## src/rtl/iseq_dispatcher_nlane.sv

```systemverilog
// N-lane instruction-sequence front end: drains FWFT instruction FIFOs into per-lane
// one-entry valid/ack registers with RUN/DRAIN/abort control. Optional lane mask: ISEQ_LANE_MASK_EN.
module iseq_dispatcher_nlane #(
  parameter int N_LANES = 2,
  parameter int INSTR_W = 32,
  parameter int CNT_W   = 16
) (
  input  logic                       clk,
  input  logic                       rst,
  input  logic                       process_iseq,
  input  logic                       abort,
  output logic                       dispatcher_busy,
  output logic                       iseq_done,
  output logic [CNT_W-1:0]           issued_cnt,
  input  logic [N_LANES-1:0]         fifo_empty,
  input  logic [N_LANES*INSTR_W-1:0] fifo_data,
  output logic [N_LANES-1:0]         fifo_rd,
  output logic [N_LANES-1:0]         instr_valid,
  output logic [N_LANES*INSTR_W-1:0] instr_data,
  input  logic [N_LANES-1:0]         instr_ack
`ifdef ISEQ_LANE_MASK_EN
  ,
  input  logic [N_LANES-1:0]         lane_mask
`endif
);

  typedef enum logic [1:0] {S_IDLE, S_RUN, S_DRAIN} state_t;

  state_t                     r_state;
  state_t                     w_state_nxt;
  logic                       w_done_nxt;
  logic                       r_busy;
  logic                       r_done;
  logic [CNT_W-1:0]           r_cnt;
  logic [N_LANES-1:0]         r_valid;
  logic [N_LANES*INSTR_W-1:0] r_data;
  logic [N_LANES-1:0]         w_lane_en;
  logic [N_LANES-1:0]         w_empty;
  logic [N_LANES-1:0]         w_rd;
  logic                       w_active;

  function automatic logic [3:0] popcnt(input logic [N_LANES-1:0] v);
    logic [3:0] c;
    c = 4'd0;
    for (int i = 0; i < N_LANES; i++) c = c + 4'(v[i]);
    return c;
  endfunction

  function automatic logic [CNT_W-1:0] sat_add(input logic [CNT_W-1:0] a, input logic [3:0] b);
    logic [CNT_W+3:0] s;
    s = {4'b0, a} + (CNT_W+4)'(b);
    if (s > {4'b0, {CNT_W{1'b1}}}) return {CNT_W{1'b1}};
    return s[CNT_W-1:0];
  endfunction

`ifdef ISEQ_LANE_MASK_EN
  logic [N_LANES-1:0] r_mask;
  always_ff @(posedge clk) begin
    if (rst) r_mask <= '1;
    else if (r_state == S_IDLE && process_iseq) r_mask <= lane_mask;
  end
  assign w_lane_en = r_mask;
`else
  assign w_lane_en = '1;
`endif

  // Disabled lanes look permanently empty so they never hold up RUN->DRAIN->IDLE.
  assign w_empty  = fifo_empty | ~w_lane_en;
  assign w_active = (r_state != S_IDLE);

  always_comb begin
    w_rd = '0;
    for (int i = 0; i < N_LANES; i++)
      w_rd[i] = (r_state == S_RUN) & ~w_empty[i] & (~r_valid[i] | instr_ack[i]) & ~abort;
  end

  always_comb begin
    w_state_nxt = r_state;
    w_done_nxt  = 1'b0;
    case (r_state)
      S_IDLE:  if (process_iseq) w_state_nxt = S_RUN;
      S_RUN: begin
        if (abort) w_state_nxt = S_IDLE;
        else if ((&w_empty) && (w_rd == '0)) w_state_nxt = S_DRAIN;
      end
      S_DRAIN: begin
        if (abort) w_state_nxt = S_IDLE;
        else if (!(&w_empty)) w_state_nxt = S_RUN;
        else if (r_valid == '0) begin
          w_state_nxt = S_IDLE;
          w_done_nxt  = 1'b1;
        end
      end
      default: w_state_nxt = S_IDLE;
    endcase
  end

  always_ff @(posedge clk) begin
    if (rst) begin
      r_state <= S_IDLE;
      r_busy  <= 1'b0;
      r_done  <= 1'b0;
      r_cnt   <= '0;
      r_valid <= '0;
      r_data  <= '0;
    end else begin
      r_state <= w_state_nxt;
      r_busy  <= (w_state_nxt != S_IDLE);
      r_done  <= w_done_nxt;
      if (!w_active) begin
        if (process_iseq) r_cnt <= '0;
      end else begin
        r_cnt <= sat_add(r_cnt, popcnt(r_valid & instr_ack));
      end
      // Refill wins over ack so an acked lane can reload in the same cycle.
      for (int i = 0; i < N_LANES; i++) begin
        if (abort && w_active) begin
          r_valid[i] <= 1'b0;
        end else if (w_rd[i]) begin
          r_valid[i]                    <= 1'b1;
          r_data[i*INSTR_W +: INSTR_W]  <= fifo_data[i*INSTR_W +: INSTR_W];
        end else if (instr_ack[i]) begin
          r_valid[i] <= 1'b0;
        end
      end
    end
  end

  assign fifo_rd         = w_rd;
  assign instr_valid     = r_valid;
  assign instr_data      = r_data;
  assign issued_cnt      = r_cnt;
  assign dispatcher_busy = r_busy;
  assign iseq_done       = r_done;

endmodule

```

## config.mk

```make
export PLATFORM = sky130hd
export DESIGN_NAME = iseq_dispatcher_nlane
export DESIGN_NICKNAME = d
export VERILOG_FILES = /design/src/rtl/iseq_dispatcher_nlane.sv
export SDC_FILE = /design/constraint.sdc
export NUM_CORES = 1
export LEC_CHECK = 0
export ABC_AREA = 1
export BUFFER_PORTS_ARGS = -buffer_cell sky130_fd_sc_hd__buf_2
export CAP_MARGIN = 20
export CORE_MARGIN = 10
export CORE_UTILIZATION = 47
export CTS_BUF_LIST = sky130_fd_sc_hd__clkbuf_16
export CTS_CLUSTER_SIZE = 12
export DETAILED_ROUTE_END_ITERATION = 8
export GPL_ROUTABILITY_DRIVEN = 1
export PLACE_DENSITY = 0.8
export SYNTH_ARGS = -nofsm -noshare
export SYNTH_HDL_FRONTEND = slang
export SYNTH_SLANG_ARGS = --single-unit
```

## constraint.sdc

```tcl
create_clock -name clk -period 2.6 [get_ports clk]
set_clock_uncertainty 0.05 [all_clocks]
set_input_delay 0.39 -clock clk [delete_from_list [all_inputs] [get_ports clk]]
set_output_delay 0.39 -clock clk [all_outputs]
set_load 0.03 [all_outputs]
```

== Word level (Yosys, flattened, before mapping) ==
Index checks and enable logic that the tools add are counted.

* Bits in registers: 86
* Latch bits: 0
* RAM bits: 0
* Bits in read-only memories: 0
* Output and inout bits: 86
* Memories: 0

* $add $sub $neg: 2
* Multipliers: 0
* Div/mod/pow operators: 0
* Magnitude comparators: 1
* Eq/ne operators: 2
* Shifts and indexed selects: 0
* Multiplexer cells: 19
* Bitwise gates (word level): 17
* Reduce and logical (&&, ||, !) cells: 15

{| class="wikitable"
|+ Operators with widths
! kind !! number
|-
| 16-bit 2-to-1 mux || 4
|-
| 16-bit by 2-bit adder with 17-bit output || 1
|-
| 17-bit by 16-bit greater-than comparator with 1-bit output (second input constant) || 1
|-
| 2-bit 2-to-1 mux || 6
|-
| 2-bit nonzero test || 5
|-
| 1-bit 2-to-1 mux || 8
|-
| 1-bit NOT || 8
|-
| 1-bit AND || 6
|-
| 2-bit zero test || 3
|-
| 2-bit one-hot mux with 3 select lines || 1
|-
| 2-bit AND reduction || 3
|-
| 4-bit OR reduction || 1
|-
| 1-bit by 1-bit adder with 2-bit output || 1
|-
| 2-bit AND || 1
|-
| 2-bit by 1-bit equality test with 1-bit output (second input constant) || 1
|-
| 2-bit equality test (second input constant) || 1
|-
| 1-bit logical AND || 2
|-
| 1-bit bitwise OR || 2
|-
| 2-bit OR reduction || 1
|}

== Logic depth before layout (Yosys ltp) ==
Gate-level depths: netlist (run 1).

* Depth after elaboration: 10
* Gate-level depth with buffers: 12

== Worst setup path after synthesis (run 1) ==
OpenSTA, ideal clock, no wires.

* Path type: register to register
* From: reg r_valid[0], in the netlist instr_valid[0]
* To: reg r_cnt[12], in the netlist issued_cnt[12]
* Arrival time: 2039 ps
* Required time: 2428 ps
* Setup slack: 390 ps
* Cell stages (with the launch flop): 12
* Buffers on the path: 0
* Period minus slack after synthesis: 2210 ps
* Path through: dfxtp_1 -> nand2_1 -> fa_1 -> inv_1 -> ha_1 -> nand3_2 -> inv_2 -> nand2_2 -> nor2_4 -> nand2_1 -> o21ai_0 -> a21oi_1

* Word-level cells in the longest chain between the ends: 9

{| class="wikitable"
|+ RTL lines
! element !! line !! RTL
|-
| start: declaration || 35 || <nowiki>logic [N_LANES-1:0] r_valid;</nowiki>
|-
| start signal: assignment || 104 || <nowiki>r_valid <= '0;</nowiki>
|-
| start signal: indexed assignment || 118 || <nowiki>r_valid[i] <= 1'b0;</nowiki>
|-
| start signal: indexed assignment || 120 || <nowiki>r_valid[i] <= 1'b1;</nowiki>
|-
| 2-bit AND * || 113 || <nowiki>r_cnt <= sat_add(r_cnt, popcnt(r_valid & instr_ack));</nowiki>
|-
| 1-bit by 1-bit adder with 2-bit output * || 45 || <nowiki>for (int i = 0; i < N_LANES; i++) c = c + 4'(v[i]);</nowiki>
|-
| 16-bit by 2-bit adder with 17-bit output * || 51 || <nowiki>s = {4'b0, a} + (CNT_W+4)'(b);</nowiki>
|-
| 17-bit by 16-bit greater-than comparator with 1-bit output || 52 || <nowiki>if (s > {4'b0, {CNT_W{1'b1}}}) return {CNT_W{1'b1}};</nowiki>
|-
| 1-bit 2-to-1 mux || 52 ||
|-
| 1-bit 2-to-1 mux || 110 || <nowiki>if (!w_active) begin</nowiki>
|-
| 1-bit 2-to-1 mux || 99 || <nowiki>if (rst) begin</nowiki>
|-
| 16-bit 2-to-1 mux * || 53 || <nowiki>return s[CNT_W-1:0];</nowiki>
|-
| 16-bit 2-to-1 mux * || 110 ||
|-
| end signal: assignment || 113 ||
|-
| end: declaration || 34 || <nowiki>logic [CNT_W-1:0] r_cnt;</nowiki>
|}

Every way passes the cells marked *; elsewhere a longest branch is shown, timed or not. The select of a mux whose other input is x is not followed.
A chain may end at the register's enable or synchronous reset.

== Worst setup path in the final report (run 1) ==
* From: reg r_valid[0], in the netlist instr_valid[0]
* To: reg r_cnt[14], in the netlist issued_cnt[14]

Same word-level chain as after synthesis.

==> metrics.yaml, run 1 <==
clocking:
  cts_setup_buffers: 0
  cts.sinks: 86
  numCtsBuffers: 9
  cts.repair.resized: 0
  clk_pin_slew_ps: 70
  holdBufCountCts: 0
  htreeDepth: 3
  cts_tree: "built"
  root_buffer: "clkbuf_16"
  clk_path_buf_depth: 2
  clk_latency_ps: 330
setup_path:
  crit_chain: "nand2_1, fa_1, inv_1, ha_1, nand3_2, nor2_2, nand3_2, nand3_1, nand2_1, a21oi_1"
  ff2ff_path_depth: 10
  crit_start: "instr_valid[0]$_SDFFE_PP0P_"
  cp-start-kind: "flop"
  r2r-start: "instr_valid[0]$_SDFFE_PP0P_"
  r2r_setup_slack_ps: 410
  slowest_stage: "fa_1"
  end_kind: "flop"
  path_depth: 10
  max_stage_delay_ps: 470
  crit_arrival_ps: 2390
  crit_type: "reg2reg"
  crit_fanout: 6
  cp-endpoint: "issued_cnt[14]$_SDFFE_PP0P_"
  critPathRequiredTime_ps: 2810
  crit_buf_inv: 1
  crit_family: "simple AND/OR/NAND/NOR gates"
  r2r_end: "issued_cnt[14]$_SDFFE_PP0P_"
hold_path:
  holdPathStages: 3
  hold_class: "in2reg"
job:
  maxCapViolCount: 0
pwr:
  power_density_nw_per_um2: 638
  p_leak_nw: 2.17
  vdd_ir_drop_max_mv: 0.495
  power_mw: 2.98
logic_synthesis:
  synthFlopType: "dfxtp_1"
  yosysSeqAreaShare_pct: 48.9
  synth_edf_count: 0
  postSynthNetCount: 552
  synthTopCellsByArea: "dfxtp_1 49%, nor2_1 16%, o21ai_0 10%, nand2_1 5.1%, inv_1 2.1%"
  synth_top_area_share_pct: 48.9
  yosysTopAreaCell: "dfxtp_1"
  synth_warnings: 0
  ys_types: 31
  synth_cells: 478
  async_reset_ff_share_pct: 0
  ys_ff_latch: 86
  netlist_area_um2: 3520
  syn_area_per_cell_um2: 7.36
finish:
  fin_nets: 702
  stdcell_area_um2: 4670
  fillers: 678
  final_common_cell: "buf_2"
  final_cell_mix: "157 x buf_2, 151 x nor2_1, 86 x dfxtp_1, 73 x o21ai_0, 48 x nand2_1"
  area_delta_synth_final_pct: 32.6
  layout-drive-gt1-share_pct: 32.4
global_routing:
  grt_overflow: 0
  antenna_found_initial: 0
  track_usage_pct: 17.9
  grt_max_degree: 42
  grt_pass1_vias: 3455
  grt_pass1_wl_um: 16900
status:
  outcome: "complete, no violations"
floorplan:
  num_rows: 31
  dieArea_um2: 11300
  start_util_pct: 48.5
  core_area_um2: 7250
  die_y_um: 107
  die_w_um: 107
  io_pins: 158
sta:
  max_slew_margin_pct: 47.9
  report.final.hold_viol_count: 0
  tns_ps: 0
  slew_viol_final: 0
  period_share_pct: 84.1
  fmax_mhz: 457
  worstMarginPinSlew_ps: 781
  period_needed_ps: 2190
  rsz0062_at_grt: "no"
  setup_viol: 0
drt:
  wl_per_cell_um: 14.4
  drc: 0
  vias_per_cell: 4.87
  drtIter0Drc: 106
  routed_wl_um: 10600
  num_vias: 3568
  drtPass1Iterations: 4
  postRouteAntennaNets: 0
placement:
  io_buffers: 157
  globalplace.congestion: 0.890
  placed_area_um2: 4360
  hpwl_um: 8040
[worst min-delay path by stage]
stage / end / startpoint / slack (ps)
3_5_place_dp: instr_data[28]$_SDFFE_PP0P_ / instr_data[28]$_SDFFE_PP0P_ / 420
3_3_place_gp: instr_data[22]$_SDFFE_PP0P_ / instr_data[22]$_SDFFE_PP0P_ / 410
6_report: instr_data[31]$_SDFFE_PP0P_ / fifo_data[31] / 260
5_1_grt: instr_data[59]$_SDFFE_PP0P_ / fifo_data[59] / 250
2_1_floorplan: iseq_done$_SDFF_PP0_ / r_state[1]$_SDFF_PP0_ / 500
4_1_cts: instr_data[31]$_SDFFE_PP0P_ / fifo_data[31] / 250
[state kept, by name, summed over array words and instances (netlist names)]
name             flops
dispatcher_busy      1
instr_data          64
instr_valid          2
iseq_done            1
issued_cnt          16
r_state              2
[synthesized netlist by cell type, types with 2 or more instances]
| cell | number |
|---|---|
| a21oi_1 | 14 |
| a31oi_1 | 5 |
| buf_4 | 7 |
| clkbuf_1 | 14 |
| dfxtp_1 | 86 |
| inv_1 | 20 |
| inv_2 | 7 |
| nand2_1 | 48 |
| nand2_2 | 8 |
| nand3_1 | 15 |
| nand3_2 | 2 |
| nand3b_1 | 3 |
| nand4_1 | 2 |
| nor2_1 | 151 |
| nor2_2 | 6 |
| nor2_4 | 3 |
| o21ai_0 | 73 |
[per-layer routing]
layer,GRT usage [%],up-vias,part of all wire [%]
met2,29.1,157,47
met3,9.66,10,13
met1,19.9,1568,39
met4,5.32,0,0.96
li1,-,1833,-
met5,0,-,0
[report_power, final]
group | switching (mW) | internal (mW)
clock | 0.532 | 0.750
combinational | 0.209 | 0.109
sequential | 0.0192 | 1.36
[worst register-to-register path, stage by stage (launching register included)]
cell	delay, ps
dfxtp_1	380
nand2_1	110
fa_1	470
inv_1	80
ha_1	190
nand3_2	150
nor2_2	220
nand3_2	170
nand3_1	130
nand2_1	50
a21oi_1	120
[cell families (layout without fill, tap and decap cells)]
| kind of cell | after synthesis | count (layout) | share of synthesized area [%] |
|---|---|---|---|
| other cells | 0 | 1 | 0 |
| flops | 86 | 86 | 48.9 |
| xor+xnor | 2 | 2 | 0.498 |
| compound gates | 95 | 95 | 13.8 |
| buf+inv | 51 | 206 | 6.22 |
| simple gates | 242 | 242 | 29.6 |
| fa+ha+maj | 2 | 2 | 0.925 |
[area by class of cell]
cell class              count  area, um2  area share [%]
diodes                      1       2.50          0.0536
clock inverters             7       73.8            1.58
inverters                  28        105            2.25
flip-flops and latches     86       1720            36.9
well taps                  99        124            2.65
multi-input cells         341       1580            33.8
clock buffers               9        225            4.83
repair buffers            162        836            17.9
[through the flow]
stage | hold slack (ps) | utilization [%] | worst slack (ps) | cells
6_report | 257 | 64.3 | 413 | 733
5_1_grt | 255 | 64.3 | 230 | 732
4_1_cts | 249 | 64.3 | 400 | 732
3_5_place_dp | 415 | 60.2 | 339 | 716
3_3_place_gp | 407 | 60.2 | 429 | 716
2_1_floorplan | 504 | - | 390 | 478
No activity file was read; power rests on OpenSTA's default activity.
==> run 2: changes to the inputs <==
--- a/config.mk
+++ b/config.mk
@@ -5,16 +5,16 @@
 export SDC_FILE = /design/constraint.sdc
 export NUM_CORES = 1
 export LEC_CHECK = 0
-export ABC_AREA = 1
+export ABC_AREA = 0
 export BUFFER_PORTS_ARGS = -buffer_cell sky130_fd_sc_hd__buf_2
 export CAP_MARGIN = 20
 export CORE_MARGIN = 10
-export CORE_UTILIZATION = 47
+export CORE_UTILIZATION = 42
 export CTS_BUF_LIST = sky130_fd_sc_hd__clkbuf_16
 export CTS_CLUSTER_SIZE = 12
 export DETAILED_ROUTE_END_ITERATION = 8
 export GPL_ROUTABILITY_DRIVEN = 1
-export PLACE_DENSITY = 0.8
+export PLACE_DENSITY = 0.76
 export SYNTH_ARGS = -nofsm -noshare
 export SYNTH_HDL_FRONTEND = slang
 export SYNTH_SLANG_ARGS = --single-unit
==> constraint.sdc (replaced) <==
create_clock -name clk -period 1.87 [get_ports clk]
set_clock_uncertainty 0.05 [all_clocks]
set_input_delay 0.2805 -clock clk [delete_from_list [all_inputs] [get_ports clk]]
set_output_delay 0.2805 -clock clk [all_outputs]
set_load 0.03 [all_outputs]
==> metrics.yaml, run 2 <==
pwr:
  p_leak_nw: 2.19
  power_density_nw_per_um2: 837
  power_mw: 4.09
  vdd_ir_drop_max_mv: 0.512
setup_path:
  crit_type: "reg2reg"
  crit_chain: "inv_4, fa_2, inv_2, ha_4, nand4_1, buf_4, o41ai_1, a22o_1"
  crit_fanout: 3
  crit_buf_inv: 3
  critPathRequiredTime_ps: 2090
  crit_arrival_ps: 2210
  slowest_stage: "fa_2"
  cp-start-kind: "flop"
  crit_family: "adder cells"
  end_kind: "flop"
  max_stage_delay_ps: 390
logic_synthesis:
  netlist_area_um2: 3430
  postSynthNetCount: 503
  synth_warnings: 0
  ys_types: 40
  synthTopCellsByArea: "dfxtp_1 50%, nand2_1 15%, a21oi_1 12%, buf_6 2.6%, o21ai_0 2.0%"
  synth_cells: 429
  synth_common_cells: "137 x nand2_1, 86 x dfxtp_1, 79 x a21oi_1, 15 x nor2_1, 14 x o21ai_0"
  yosysTopAreaCell: "dfxtp_1"
  synth.most_common_cell: "nand2_1"
  ys_ff_latch: 86
  synthFlopType: "dfxtp_1"
  syn_area_per_cell_um2: 7.99
  synth_top_area_share_pct: 50.2
  async_reset_ff_share_pct: 0
  synth_edf_count: 0
  yosysSeqAreaShare_pct: 50.2
drt:
  drtPass1Iterations: 5
  num_vias: 3588
  drc: 0
  vias_per_cell: 5.05
  drtIter0Drc: 159
  postRouteAntennaNets: 0
  routed_wl_um: 10900
  wl_per_cell_um: 15.4
finish:
  fin_nets: 677
  final_cells: 710
  area_delta_synth_final_pct: 42.5
  final_cell_mix: "155 x buf_2, 136 x nand2_1, 82 x dfxtp_1, 79 x a21oi_1, 28 x buf_4"
  largest_reg_flops: 64
  final_common_cell: "buf_2"
  fillers: 732
  antennaDiodeCount: 0
  regArea_um2: 1730
  multi_input_area_um2: 1610
  layout-drive-gt1-share_pct: 38.2
placement:
  dpl_worst_slack_ps: -207
  post-place-cells: 689
  io_buffers: 157
  globalplace.congestion: 0.867
  hpwl_um: 8310
status:
  outcome: "finished, violations left"
  violations: "setup timing"
sta:
  period_needed_ps: 1990
  fmax_mhz: 501
  fin_ws_ps: -124
  max_slew_margin_pct: 70.1
  setup_viol: 17
  worstMarginPinSlew_ps: 449
  tns_ps: -1300
  slew_viol_final: 0
  report.final.hold_viol_count: 0
  period_share_pct: 107
  rsz0062_at_grt: "yes"
global_routing:
  grt_pass1_vias: 3407
  grt_overflow: 0
  track_usage_pct: 16.8
  grt_max_degree: 42
  antenna_found_initial: 0
  grt_pass1_wl_um: 16500
job:
  maxCapViolCount: 0
floorplan:
  die_y_um: 110
  io_pins: 158
  die_w_um: 110
  start_util_pct: 43.7
  core_area_um2: 7850
  num_rows: 32
  dieArea_um2: 12200
clocking:
  numCtsBuffers: 9
  cts_tree: "built"
  root_buffer: "clkbuf_16"
  htreeDepth: 3
  holdBufCountCts: 0
  clk_pin_slew_ps: 60
  clk_latency_ps: 320
  clk_path_buf_depth: 2
  cts.sinks: 86
hold_path:
  hold_class: "in2reg"
==> run 2: cell types whose count changed after synthesis, moves of 10 or more <==
cell     delta
nand3_1    -10
inv_1      -13
nand2_1    +89
nor2_1    -136
o21ai_0    -59
a21oi_1    +65
==> run 2: cell families after synthesis <==
kind of cell	count (synthesis)	synth area share (%)
flops	86	50.2
fa+ha+maj	2	0.949
compound gates	117	18.9
xor+xnor	1	0.256
buf+inv	35	6.10
simple gates	188	23.6
==> run 2: power breakdown <==
part	switching [mW]	internal [mW]
sequential	0.0244	1.88
clock	0.701	1.03
combinational	0.284	0.179
==> run 2: worst paths after layout <==
path	from	slack, ps	to	cells after the start
worst min-delay path	fifo_data[49]	140	instr_data[49]$_SDFFE_PP0P_	3
worst max-delay path	issued_cnt[0]$_SDFFE_PP0P_	-120	issued_cnt[10]$_SDFFE_PP0P_	8
worst max register to register	issued_cnt[0]$_SDFFE_PP0P_	-120	issued_cnt[10]$_SDFFE_PP0P_	8
worst min register to register	instr_data[22]$_SDFFE_PP0P_	400	instr_data[22]$_SDFFE_PP0P_	2
==> run 2: per-stage QoR <==
step | hold slack (ps) | utilization [%] | area, um2
final | 139 | 62.3 | 4890
after global routing | 132 | 62.3 | 4890
after CTS | 133 | 61.3 | 4810
after detailed placement | 393 | 56.4 | 4420
after global placement | 388 | 56.4 | 4420
after floorplan | 316 | - | 3460
==> run 2: worst reg2reg max path, cell delays in order (launching register included) <==
cell	delay, ps
dfxtp_4	360
inv_4	30
fa_2	390
inv_2	80
ha_4	120
nand4_1	190
buf_4	210
o41ai_1	320
a22o_1	190
==> run 2: final cells by class <==
| class | instances | area share [%] |
|---|---|---|
| Clock buffer | 9 | 4.61 |
| Clock inverter | 7 | 1.31 |
| Tap cell | 102 | 2.61 |
| Multi-Input combinational cell | 308 | 32.9 |
| Timing Repair Buffer | 189 | 22.1 |
| Sequential cell | 86 | 35.5 |
| Inverter | 9 | 0.948 |
==> run 2: what timing repair did <==
item	CTS	global route
endpoints found under the setup margin	18	48
pin swaps	11	6
resized for setup	24	13
buffers inserted	2	3
==> run 2: metal layers <==
layer | share of wire (%) | track usage, %
met2 | 52 | 30.6
met5 | 0 | 0
met4 | 0.94 | 4.40
met3 | 8.1 | 3.95
met1 | 39 | 19.2
